### config.mk
export PLATFORM = sky130hd
export DESIGN_NAME = regfile_wb_arbiter
export DESIGN_NICKNAME = d
export VERILOG_FILES = /design/src/rtl/regfile_wb_arbiter.sv
export SDC_FILE = /design/constraint.sdc
export NUM_CORES = 1
export LEC_CHECK = 0
export CELL_PAD_IN_SITES_DETAIL_PLACEMENT = 0
export CELL_PAD_IN_SITES_GLOBAL_PLACEMENT = 1
export CORE_MARGIN = 2
export CORE_UTILIZATION = 32
export DETAILED_ROUTE_END_ITERATION = 7
export PLACE_DENSITY = 0.93
export SYNTH_ARGS = -nofsm -noshare
export SYNTH_HDL_FRONTEND = slang
export SYNTH_SLANG_ARGS = --single-unit
export TNS_END_PERCENT = 1
### constraint.sdc
create_clock -name clk -period 4.78 [get_ports clk]
set_input_delay 1.195 -clock clk [delete_from_list [all_inputs] [get_ports clk]]
set_output_delay 1.195 -clock clk [all_outputs]
set_load 0.02 [all_outputs]
### src/rtl/regfile_wb_arbiter.sv
// ---------------------------------------------------------------------------
// regfile_wb_arbiter
//
// Purpose:
//   Shares the single register-file write port among NUM_REQ writeback
//   requesters and keeps a 32-entry busy scoreboard for decode.
//   - Per-requester valid/ready handshake; the arbiter grants at most one
//     requester per cycle. The write stage always accepts, so a grant is
//     never blocked.
//   - A granted transfer is registered onto rf_en/rf_rd/rf_data on the next
//     edge. rd==0 transfers are consumed but produce rf_en=0.
//   - Decode marks destinations busy at issue. A bit clears when the
//     matching write commits. A set and a clear of the same bit in the same
//     cycle leaves the bit set, because the new producer owns it.
//
// Configuration macro:
//   WB_ARB_ROUND_ROBIN_EN
//     defined   : round-robin priority, starting at (ptr+1) mod NUM_REQ.
//                 ptr takes the granted index on every transfer.
//     undefined : fixed priority (lowest index wins); no pointer state.
//
// Ports:
//   clk          in   1                  clock, all state on posedge
//   rst          in   1                  asynchronous active-low reset
//   req_valid    in   NUM_REQ            requester i has a write pending
//   req_rd       in   5*NUM_REQ          dest reg of requester i, [5i+4:5i]
//   req_data     in   WORD_SIZE*NUM_REQ  write data of requester i
//   req_ready    out  NUM_REQ            one-hot grant (transfer = valid&ready)
//   rf_en        out  1                  register file write enable (reg)
//   rf_rd        out  5                  register file destination (reg)
//   rf_data      out  WORD_SIZE          register file write data (reg)
//   issue_valid  in   1                  decode issues an instr writing issue_rd
//   issue_rd     in   5                  destination being issued
//   issue_ready  out  1                  issue accepted (no WAW conflict)
//   rs1, rs2     in   5 each             decode source operands
//   hazard       out  1                  busy[rs1] | busy[rs2]
//   busy         out  32                 scoreboard bit vector, bit 0 always 0
// ---------------------------------------------------------------------------

// Protocol checker: grant shape and the scoreboard's hard-wired zero bit.
module regfile_wb_arbiter_chk #(
  parameter int NUM_REQ = 3
) (
  input logic               clk,
  input logic               rst,
  input logic [NUM_REQ-1:0] req_valid,
  input logic [NUM_REQ-1:0] req_ready,
  input logic [31:0]        busy
);

  a_grant_onehot0 : assert property (@(posedge clk) disable iff (!rst)
    $onehot0(req_ready));

  a_grant_only_valid : assert property (@(posedge clk) disable iff (!rst)
    ((req_ready & ~req_valid) == {NUM_REQ{1'b0}}));

  a_grant_when_valid : assert property (@(posedge clk) disable iff (!rst)
    ((req_valid != {NUM_REQ{1'b0}}) |-> (req_ready != {NUM_REQ{1'b0}})));

  a_busy_r0_clear : assert property (@(posedge clk) disable iff (!rst)
    (busy[0] == 1'b0));

endmodule

module regfile_wb_arbiter #(
  parameter int WORD_SIZE = 32,
  parameter int NUM_REQ   = 3
) (
  input  logic                         clk,
  input  logic                         rst,
  input  logic [NUM_REQ-1:0]           req_valid,
  input  logic [5*NUM_REQ-1:0]         req_rd,
  input  logic [WORD_SIZE*NUM_REQ-1:0] req_data,
  output logic [NUM_REQ-1:0]           req_ready,
  output logic                         rf_en,
  output logic [4:0]                   rf_rd,
  output logic [WORD_SIZE-1:0]         rf_data,
  input  logic                         issue_valid,
  input  logic [4:0]                   issue_rd,
  output logic                         issue_ready,
  input  logic [4:0]                   rs1,
  input  logic [4:0]                   rs2,
  output logic                         hazard,
  output logic [31:0]                  busy
);

`ifdef WB_ARB_ROUND_ROBIN_EN
  localparam int PTR_W = (NUM_REQ > 1) ? $clog2(NUM_REQ) : 1;
  localparam logic [PTR_W-1:0] PTR_RST = PTR_W'(NUM_REQ - 1);

  logic [PTR_W-1:0] ptr_q;
  logic [PTR_W-1:0] ptr_d;
  logic [PTR_W-1:0] sel_idx_s;
`endif

  logic [NUM_REQ-1:0]   grant_s;
  logic                 transfer_s;
  logic [4:0]           sel_rd_s;
  logic [WORD_SIZE-1:0] sel_data_s;

  logic                 rf_en_q;
  logic                 rf_en_d;
  logic [4:0]           rf_rd_q;
  logic [4:0]           rf_rd_d;
  logic [WORD_SIZE-1:0] rf_data_q;
  logic [WORD_SIZE-1:0] rf_data_d;

  logic [31:0]          busy_q;
  logic [31:0]          busy_d;
  logic                 commit_s;
  logic                 issue_ready_s;
  logic                 issue_fire_s;
  logic                 hazard_s;

  // Arbiter: scan candidates from lowest to highest priority.
  // The last valid candidate seen wins, so the highest-priority one prevails.
  always_comb begin
    int idx;
    grant_s    = {NUM_REQ{1'b0}};
    sel_rd_s   = 5'd0;
    sel_data_s = {WORD_SIZE{1'b0}};
`ifdef WB_ARB_ROUND_ROBIN_EN
    sel_idx_s  = {PTR_W{1'b0}};
`endif
    idx        = 0;
    for (int k = NUM_REQ - 1; k >= 0; k--) begin
`ifdef WB_ARB_ROUND_ROBIN_EN
      // Candidate k of the rotation is (ptr + 1 + k) mod NUM_REQ. This
      // sum never reaches 2*NUM_REQ, so one subtraction is enough.
      idx = int'(ptr_q) + 1 + k;
      if (idx >= NUM_REQ) begin
        idx = idx - NUM_REQ;
      end else begin
        idx = idx;
      end
`else
      idx = k;
`endif
      if (req_valid[idx]) begin
        grant_s      = {NUM_REQ{1'b0}};
        grant_s[idx] = 1'b1;
        sel_rd_s     = req_rd[idx*5 +: 5];
        sel_data_s   = req_data[idx*WORD_SIZE +: WORD_SIZE];
`ifdef WB_ARB_ROUND_ROBIN_EN
        sel_idx_s    = PTR_W'(idx);
`endif
      end else begin
        grant_s = grant_s;
      end
    end
  end

  assign transfer_s = |grant_s;
  assign req_ready  = grant_s;

  // Write stage next state: load on transfer; rd==0 is consumed without a write.
  always_comb begin
    rf_en_d   = 1'b0;
    rf_rd_d   = rf_rd_q;
    rf_data_d = rf_data_q;
    if (transfer_s) begin
      rf_en_d   = (sel_rd_s != 5'd0);
      rf_rd_d   = sel_rd_s;
      rf_data_d = sel_data_s;
    end else begin
      rf_en_d   = 1'b0;
    end
  end

  // Scoreboard: a commit is a real write (rd != 0) that the register file
  // takes at the end of this cycle.
  assign commit_s = rf_en_q & (rf_rd_q != 5'd0);

  // A WAW issue is allowed when the pending write to that register retires
  // this cycle.
  assign issue_ready_s = ~busy_q[issue_rd]
                       | (commit_s & (rf_rd_q == issue_rd))
                       | (issue_rd == 5'd0);
  assign issue_fire_s  = issue_valid & issue_ready_s & (issue_rd != 5'd0);

  // Busy vector next state: clear on commit, then set on issue so the set wins.
  always_comb begin
    busy_d = busy_q;
    if (commit_s) begin
      busy_d[rf_rd_q] = 1'b0;
    end else begin
      busy_d = busy_d;
    end
    if (issue_fire_s) begin
      busy_d[issue_rd] = 1'b1;
    end else begin
      busy_d = busy_d;
    end
    busy_d[0] = 1'b0;
  end

  // The hazard check uses the current busy vector only. A commit-cycle clear
  // is not forwarded to it.
  assign hazard_s = (busy_q[rs1] & (rs1 != 5'd0)) | (busy_q[rs2] & (rs2 != 5'd0));

`ifdef WB_ARB_ROUND_ROBIN_EN
  // Round-robin pointer next state: follow the granted index, hold when idle.
  always_comb begin
    if (transfer_s) begin
      ptr_d = sel_idx_s;
    end else begin
      ptr_d = ptr_q;
    end
  end

  // Round-robin pointer register.
  always_ff @(posedge clk or negedge rst) begin
    if (!rst) begin
      ptr_q <= PTR_RST;
    end else begin
      ptr_q <= ptr_d;
    end
  end
`endif

  // Write-stage and scoreboard registers. Reset drops any in-flight write.
  always_ff @(posedge clk or negedge rst) begin
    if (!rst) begin
      rf_en_q   <= 1'b0;
      rf_rd_q   <= 5'd0;
      rf_data_q <= {WORD_SIZE{1'b0}};
      busy_q    <= 32'd0;
    end else begin
      rf_en_q   <= rf_en_d;
      rf_rd_q   <= rf_rd_d;
      rf_data_q <= rf_data_d;
      busy_q    <= busy_d;
    end
  end

  assign rf_en       = rf_en_q;
  assign rf_rd       = rf_rd_q;
  assign rf_data     = rf_data_q;
  assign busy        = busy_q;
  assign issue_ready = issue_ready_s;
  assign hazard      = hazard_s;

  regfile_wb_arbiter_chk #(
    .NUM_REQ (NUM_REQ)
  ) u_chk (
    .clk       (clk),
    .rst       (rst),
    .req_valid (req_valid),
    .req_ready (req_ready),
    .busy      (busy_q)
  );

endmodule

==> summary.md <==
| Metric | Value |
|---|---|
| Top_reg_cell synth | `dfrtp_1` |
| Final setup viols | `0` |
| Hold crit path type | `register to register` |
| Max VDD drop | `0.158 mV` |
| Ranking of synthesized cells by area | `dfrtp_1 (43%), mux4_2 (11%), o22ai_1 (11%), o21ai_0 (6.7%), a21oi_1 (4.5%)` |
| Initial Util | `0.324` |
| Hold Path End | `rf_data[15]` |
| Die Span Y | `116 um` |
| Sequential-to-total area share from yosys stat | `0.427` |
| RSZ-0062 raised after global routing | `no` |
| Final Hold Viols | `0` |
| Share of layout cells above drive strength 1 | `0.107` |
| Remaining Overflow, GRT | `0` |
| Die W | `116 um` |
| Kind of critical path | `input port to primary output` |
| Mean post-synth cell area | `10.2 um^2` |
| Yosys cell types | `39` |
| Utilization after layout | `0.525` |
| Crit. End Element | `primary output` |
| Ports | `207` |
| # DRC | `0` |
| Routed Antenna Nets | `0` |
| Pin count of the biggest net entering global routing | `66` |
| Slack of the critical path | `165 ps` |
| Synth Net Count | `530` |
| Syn Inst Count | `398` |
| Achievable frequency | `217 MHz` |
| Min-delay src | `rf_data[15]` |
| Min cycle time layout | `4610 ps` |
| Skew final | `5.18 ps` |
| Clock tree buffer depth | `2` |
| Maxcap violations | `0` |
| Worst r2r src | `busy[19]` |
| Port Buf Inserts | `205` |
| CTS Sinks | `69` |
| Worst-Margin Slew | `1170 ps` |
| H-tree Lvls | `3` |
| First-pass GRT wire length | `23,100 um` |
| Most common cell after layout, fill and taps aside | `clkdlybuf4s50_1` |
| Share of the synthesized area in the top cell type | `0.427` |
| WL/cell | `19.4 um` |
| R2r setup slk | `2740 ps` |
| Hold_buf cts | `0` |
| RR Endpoint | `busy[25]` |
| Tot GR Track Use | `0.222` |
| Initial antenna violation count | `0` |
| Routability congestion estimate | `0.942` |
| Num rows | `41` |
| Yosys reg bits | `69` |
| Asr flop ratio synth | `1.00` |
| Tcrit/Tclk final | `0.965` |
| Core box area | `0.0125 mm^2` |
| Setup_tns | `0 ps` |
| Detailed placement HPWL | `11,400 um` |
| Vias in the first global route | `4,376` |
| Worst R2R Path Depth | `6` |
| Clock transition at path regs | `50 ps` |
| Layout area overhead | `62.0%` |
| Design Area, Final | `0.00655 mm^2` |
| Area after DPL | `0.00627 mm^2` |
| Power density over the cells | `405 mW/mm^2` |
| Worst hold path depth | `2` |
| Most frequent cells in the layout | `clkdlybuf4s50_1 (200), dfrtp_1 (69), o22ai_1 (68), o21ai_0 (54), a21oi_1 (36)` |
| DIE AREA | `0.0135 mm^2` |
| Antenna cells | `0` |
| Fin nets | `729` |
| Static Leak | `2.51 nW` |
| First drt pass iteration count | `4` |
| Clk_lat worst skew | `330 ps` |
| Synthesized cell area | `0.00404 mm^2` |
| Yosys warns | `0` |
| Starting DRC count in detailed routing | `236` |
| Slew Viols, Final | `0` |
| Root buf cell | `clkbuf_16` |
| Placed cells | `758` |
| CTS tree | `done` |
| Outcome | `finished, final reports clean` |
| Post-synth top area cell | `dfrtp_1` |
| Crit path max fanout | `4` |
| Total routed wirelength | `15,000 um` |
| Rel. slew slack | `0.223` |
| EDFF count, synth | `0` |
| Vias post-DR | `4,389` |
| CTS Buf Count | `9` |
| Fin cells | `772` |
| CP Launch Type | `input port` |
| WP data arrival | `3420 ps` |
| Post-placement worst setup slack | `-6.04 ps` |
| Via density | `5.69` |
| Critical path data required time | `3590 ps` |
[through the flow]
step / hold WS [ps] / power (mW)
after floorplan: 654 / 1.44
after global placement: 544 / 2.02
after detailed placement: 557 / 2.05
after CTS: 571 / 2.66
after global routing: 590 / 2.78
final: 569 / 2.65
[worst max path at each step]
stage	startpoint	to	slack, ps	cells after the start
CTS	issue_rd[4]	issue_ready	60	7
global placement	rs2[0]	hazard	10	7
detailed placement	rs2[0]	hazard	-6	7
global route	issue_rd[0]	issue_ready	10	8
floorplan	rs2[0]	hazard	910	5
finish	issue_rd[0]	issue_ready	170	7
[critical path, stage by stage]
cell	delay, ps
clkdlybuf4s50_1	580
mux4_2	540
o2bb2ai_1	150
o21ai_2	130
o211ai_1	130
nand2b_1	90
clkdlybuf4s50_1	600
[cell usage after synthesis (4+ instances only)]
cell type  count
buf_4          4
xnor2_1        4
dfrtp_1       69
nand3b_1       9
nor3b_1        4
a22oi_1        4
nor2_1         6
nand3_1        5
mux2i_1       17
mux4_2        19
clkbuf_1      19
o21ai_0       54
or3b_2         4
o22ai_1       68
buf_2          8
nand2_1       15
a21oi_1       36
a21o_1         4
a32oi_2        4
o21ai_1       15
[layer usage]
layer / vias up / wire length [um] / track usage
li1: 1970 / - / -
met1: 2144 / 5710 / 0.270
met2: 252 / 7510 / 0.391
met3: 23 / 1480 / 0.0555
met4: 0 / 250 / 0.0619
met5: - / 0 / 0
[power breakdown]
part / internal, mW / total [mW] / switching (mW) / leakage, nW
Sequential: 0.728 / 0.957 / 0.229 / 0.806
Clock: 0.372 / 0.601 / 0.229 / 0.134
Combinational: 0.592 / 1.09 / 0.501 / 1.57
Total: 1.69 / 2.65 / 0.959 / 2.51
[what timing repair did]
item                                    4_1_cts  5_1_grt
resized for setup                             1        3
pin swaps                                     0        0
setup buffers                                 0        0
endpoints found under the setup margin        1        1
[logic make-up (layout without fill, tap and decap cells)]
| family | count (synthesis) | count (layout) | synth area share |
|---|---|---|---|
| and+or+nand+nor | 59 | 59 | 0.0867 |
| buffers and inverters | 37 | 239 | 0.0443 |
| DFF | 69 | 69 | 0.427 |
| other | 1 | 1 | 0.000928 |
| muxes | 36 | 36 | 0.148 |
| AOI/OAI and AO/OA | 192 | 192 | 0.284 |
| xor gates and xnor gates | 4 | 4 | 0.00867 |
[layout make-up]
type	count	area, um^2
fillers	1131	5920
multi-input cells	292	2140
inverters	4	15.0
flip-flops and latches	69	1730
clock buffers	12	256
well taps	172	215
clock inverters	2	10.0
repair buffers	221	2190
[flip-flops by register name (all words and copies together) (netlist names)]
register,count
rf_data,32
rf_en,1
rf_rd,5
busy,31
(Power assumes the default switching activity.)
